File: config.mk
export PLATFORM = sky130hd
export DESIGN_NAME = hc_enc_stream
export DESIGN_NICKNAME = d
export VERILOG_FILES = /design/src/rtl/hc_pkg.sv /design/src/rtl/hc_enc_core.sv /design/src/rtl/hc_enc_stream.sv
export SDC_FILE = /design/constraint.sdc
export NUM_CORES = 1
export LEC_CHECK = 0
export CAP_MARGIN = 20
export CORE_AREA = 8 8 64 66
export CTS_BUF_LIST = sky130_fd_sc_hd__clkbuf_4
export DETAILED_ROUTE_END_ITERATION = 6
export DIE_AREA = 0 0 72 74
export DONT_BUFFER_PORTS = 1
export GPL_ROUTABILITY_DRIVEN = 0
export PLACE_DENSITY = 0.79
export SLEW_MARGIN = 10
export SYNTH_ARGS = -nofsm -noshare
export SYNTH_HDL_FRONTEND = slang
export SYNTH_HIERARCHICAL = 1
export SYNTH_SLANG_ARGS = --single-unit
File: constraint.sdc
create_clock -name i_clk -period 2.95 [get_ports i_clk]
set_clock_uncertainty 0.15 [all_clocks]
set_input_delay 0.4425 -clock i_clk [delete_from_list [all_inputs] [get_ports i_clk]]
set_output_delay 0.4425 -clock i_clk [all_outputs]
set_load 0.005 [all_outputs]
File: src/rtl/hc_pkg.sv
// Shared Hamming(7,4) definitions: widths, codeword type, encoder FSM states
// and the reference encode function used by both encoder and decoder benches.
package hc_pkg;

    localparam int DATA_WD = 4;
    localparam int CHK_WD  = 3;
    localparam int CW_WD   = 7;

    typedef logic [CW_WD:1] cw_t;

    typedef enum logic {S_IDLE, S_SEND} state_t;

    // Data sits at positions 3,5,6,7; check bit k covers positions with bit k set.
    function automatic cw_t hc_encode(input logic [DATA_WD-1:0] nib);
        cw_t cw;
        cw[3] = nib[0];
        cw[5] = nib[1];
        cw[6] = nib[2];
        cw[7] = nib[3];
        cw[1] = cw[3] ^ cw[5] ^ cw[7];
        cw[2] = cw[3] ^ cw[6] ^ cw[7];
        cw[4] = cw[5] ^ cw[6] ^ cw[7];
        return cw;
    endfunction

endpackage

File: src/rtl/hc_enc_core.sv
// Combinational Hamming(7,4) encoder: one nibble in, one codeword (positions 1..7) out.
module hc_enc_core (
    input  logic [hc_pkg::DATA_WD-1:0] i_nib,
    output hc_pkg::cw_t                o_cw
);
    import hc_pkg::*;

    assign o_cw = hc_encode(i_nib);

endmodule

File: src/rtl/hc_enc_stream.sv
// Streaming Hamming(7,4) encoder: bytes in, one registered codeword per nibble out, low nibble first.
// Optional build macro HC_ERR_INJ_EN adds i_inj_pos to flip one bit of each loaded codeword.
module hc_enc_stream #(
    parameter int DATA_WD = 4,
    parameter int CHK_WD  = 3,
    parameter int BYTE_WD = 8,
    parameter int CNT_WD  = 16
) (
    input  logic                       i_clk,
    input  logic                       i_rst,
    input  logic                       i_valid,
    output logic                       o_in_ready,
    input  logic [BYTE_WD-1:0]         i_data,
    output logic                       o_valid,
    input  logic                       i_ready,
    output logic [DATA_WD+CHK_WD:1]    o_enc_data,
    output logic                       o_last,
    output logic [CNT_WD-1:0]          o_cw_cnt
`ifdef HC_ERR_INJ_EN
    ,
    input  logic [CHK_WD-1:0]          i_inj_pos
`endif
);
    import hc_pkg::*;

    localparam int NIB    = BYTE_WD / DATA_WD;
    localparam int IDX_WD = (NIB > 1) ? $clog2(NIB) : 1;
    localparam logic [IDX_WD-1:0] IDX_LAST = IDX_WD'(NIB - 1);

    state_t               state, state_nxt;
    logic [BYTE_WD-1:0]   byte_q;
    logic [IDX_WD-1:0]    idx, idx_nxt;
    logic                 xfer, load, advance;
    logic [DATA_WD-1:0]   nib_sel;
    cw_t                  cw_enc, cw_ld;

    assign o_valid    = (state == S_SEND);
    assign o_last     = o_valid && (idx == IDX_LAST);
    assign o_in_ready = !o_valid || (o_last && i_ready);

    assign xfer    = o_valid && i_ready;
    assign load    = i_valid && o_in_ready;
    assign advance = xfer && !o_last;
    assign idx_nxt = idx + 1'b1;

    // A fresh byte always starts from its low nibble; otherwise step to the next held nibble.
    assign nib_sel = load ? i_data[DATA_WD-1:0]
                          : byte_q[int'(idx_nxt)*DATA_WD +: DATA_WD];

    hc_enc_core u_core (
        .i_nib (nib_sel),
        .o_cw  (cw_enc)
    );

`ifdef HC_ERR_INJ_EN
    always_comb begin
        cw_ld = cw_enc;
        for (int k = 1; k <= CW_WD; k++) begin
            if (i_inj_pos == CHK_WD'(k)) cw_ld[k] = ~cw_enc[k];
        end
    end
`else
    assign cw_ld = cw_enc;
`endif

    always_ff @(posedge i_clk) begin
        if (i_rst) state <= S_IDLE;
        else       state <= state_nxt;
    end

    always_comb begin
        state_nxt = state;
        case (state)
            S_IDLE: if (load) state_nxt = S_SEND;
            S_SEND: if (xfer && o_last && !load) state_nxt = S_IDLE;
            default: state_nxt = S_IDLE;
        endcase
    end

    // Output register: loads on acceptance or advance, holds while stalled.
    always_ff @(posedge i_clk) begin
        if (i_rst) begin
            idx        <= '0;
            o_enc_data <= '0;
            o_cw_cnt   <= '0;
        end else begin
            if (load) begin
                byte_q     <= i_data;
                idx        <= '0;
                o_enc_data <= cw_ld;
            end else if (advance) begin
                idx        <= idx_nxt;
                o_enc_data <= cw_ld;
            end
            if (xfer && !(&o_cw_cnt)) o_cw_cnt <= o_cw_cnt + 1'b1;
        end
    end

endmodule

==> results.json <==
{
  "status": "completed",
  "fin_ws_ns": 0.793,
  "arrival_ns": 2.28,
  "diodes": 0,
  "post-route-drc-count": 0,
  "cts_sinks": 33,
  "routed_via_density": 5.96,
  "clockRootBuffer": "clkbuf_4",
  "leakagePower_nw": 0.589,
  "post_cts_buffers": 0,
  "p_per_area_mw_per_mm2": 497,
  "start_util": 0.507,
  "hold_path_class": "in -> reg",
  "path_cells": "nand4_1 > nor4_2 > o21ai_0 > a21oi_1",
  "rows": 21,
  "wire_per_inst_um": 17.4,
  "grt_pass1_vias": 1176,
  "rsz0062_at_grt": "no",
  "syn2layout_area_growth_pct": 6.21,
  "whs_path_depth": 1,
  "cts_tree": "done",
  "fin_nets": 173,
  "dieArea_mm2": 0.00533,
  "drt_iter0_drc": 118,
  "timing.rr.end": "o_cw_cnt[3]",
  "synth-async-reset-ratio": 0,
  "antenna_found_initial": 0,
  "yosys.area.top_type": "dfxtp_1",
  "critPathCaptureType": "flip-flop",
  "cts_resized": 0,
  "vias": 1233,
  "grt_overflow": 0,
  "layout-drive-gt1-share": 0.161,
  "dp_slack_ns": 0.818,
  "use_met1": 0.139,
  "min_to": "o_cw_cnt[2]",
  "hp-start": "i_rst",
  "grt.busiest_layer": "met2",
  "yosys.area.top_type_share": 0.311,
  "max_freq_ghz": 0.464,
  "ys_types": 37,
  "synthCells": 159,
  "synthTopCellsByArea": "dfxtp_1, edfxtp_1, mux2_2",
  "rr_worst_depth": 4,
  "ys_seq_elements": 33,
  "worst_ep_required_time_ns": 3.07,
  "setup_viol": 0,
  "die_x_um": 72,
  "worst_pin_slew_ns": 0.859,
  "crit_slowest_cell": "nor4_2",
  "synth.avg_cell_area_um2": 10.1,
  "crit_type": "reg -> reg",
  "post-route-period-util": 0.731,
  "routed_wl_mm": 3.60,
  "slowest_delay_ns": 0.82,
  "portBuffers": 0,
  "dr.pass1.iters": 4,
  "htreeDepth": 2,
  "ant_nets": 0,
  "synth_edf_count": 8,
  "met2_usage": 0.250,
  "met3_usage": 0.0701,
  "finalPower_uw": 850,
  "ir_drop_v": 0.000348,
  "synth_area_mm2": 0.00161,
  "ys_warn_count": 6,
  "worst-path-max-fanout": 13,
  "synth_flop_cell": "dfxtp_1",
  "reg2reg_slack_ns": 0.79,
  "seq_area_frac_synth": 0.460,
  "finalHoldViolations": 0,
  "yosysMostFrequentCell": "dfxtp_1",
  "die_y_um": 74,
  "regToRegStartpoint": "o_cw_cnt[8]",
  "grt_pass1_wl_mm": 5.77,
  "yosys-top-cells-count": "dfxtp_1, nor2_1, a21oi_1",
  "fin_setup_tns_ns": 0,
  "worstSkewPairLatency_ns": 0.34,
  "syn_nets": 172,
  "num_io_pins": 38,
  "maxSlewViolCount": 0,
  "global_route.usage.total": 0.140,
  "cts_buffers": 5,
  "drv_cap": 0,
  "grt_max_degree": 17,
  "fin_crit_ns": 2.16,
  "start_kind": "flip-flop",
  "clk_path_buf_depth": 2,
  "core_area_mm2": 0.00318,
  "dp_hpwl_mm": 2.55,
  "path_clk_slew_ns": 0.11,
  "relSlewSlack": 0.422
}
==> repair_timing <==
item | in CTS | in global routing
hold buffers | 2 | 2
setup endpoints to repair | 0 | 0
hold endpoints to repair | 11 | 8
==> cells by family (layout without fill, tap and decap cells) <==
| family | after synthesis | count (layout) | synth area share |
|---|---|---|---|
| adders and majority gates | 1 | 1 | 0.00776 |
| xor gates and xnor gates | 3 | 3 | 0.0443 |
| AOI/OAI and AO/OA | 31 | 31 | 0.118 |
| muxes | 16 | 16 | 0.106 |
| and+or+nand+nor | 63 | 63 | 0.224 |
| DFF | 33 | 33 | 0.460 |
| buffers and inverters | 12 | 14 | 0.0404 |
==> critical path: cells and delay by family (launching register included) <==
family,cells,cell delay (ns)
and+or+nand+nor,2,1.04
AOI/OAI and AO/OA,2,0.42
DFF,1,0.48
==> per-stage QoR <==
stage / std cells / cell area [um2] / utilization / hold WS (ns)
3_3_place_gp: 195 / 1610 / 0.507 / 0.364
6_report: 207 / 1710 / 0.538 / 0.0201
3_5_place_dp: 195 / 1610 / 0.507 / 0.369
5_1_grt: 207 / 1710 / 0.538 / 0.00339
4_1_cts: 205 / 1690 / 0.532 / 0.000609
2_1_floorplan: 159 / 1610 / - / 0.338
==> how the worst max path moves through the flow <==
stage	end	startpoint	slack, ns	depth (start not counted)
floorplan	o_enc_data[2]	idx	0.97	8
global placement	o_enc_data[2]	o_valid	0.93	6
detailed placement	o_enc_data[4]	o_valid	0.82	6
CTS	o_enc_data[4]	o_valid	0.78	6
global route	o_cw_cnt[3]	o_cw_cnt[8]	0.59	4
finish	o_cw_cnt[3]	o_cw_cnt[8]	0.79	4
==> power by group <==
group | switching [mW] | leakage, nW | internal (mW)
clock | 0.170 | 0.0234 | 0.0921
sequential | 0.0177 | 0.278 | 0.483
combinational | 0.0370 | 0.288 | 0.0503
==> sequential cells by signal (all words and copies together) (netlist names) <==
name,flops
idx,1
o_cw_cnt,16
o_valid,1
o_enc_data,7
byte_q,8
==> area by class of cell <==
type	instances	area, um2
fillers	297	1470
well taps	46	57.6
flip-flops and latches	33	741
multi-input cells	114	806
clock buffers	5	37.5
inverters	2	7.51
repair buffers	4	40.0
clock inverters	3	22.5
==> cells in the final DEF, fill, tap and decap left out, drive strengths merged <==
master       count
mux2             9
nor4             2
o21bai           1
and4             2
clkbuf           5
nand2           12
a311oi           2
edfxtp           8
ha               1
o21ai            6
clkinvlp         3
nor2            17
inv              2
mux2i            7
dfxtp           25
nor2b            2
or3b             1
or4              3
a211oi           4
o31ai            4
and3             3
or2b             1
a21oi           13
nor3             2
dlygate4sd3      4
nand3            4
nand4            6
or3              5
xor3             3
a31oi            1
and2             3
==> metal layers <==
| metal | routed length (um) | vias to the layer above |
|---|---|---|
| met5 | 0 | - |
| met4 | 45 | 0 |
| met3 | 336 | 7 |
| met2 | 1890 | 38 |
| met1 | 1340 | 597 |
| li1 | - | 591 |
Note: power is estimated with default switching activity, not from simulation.
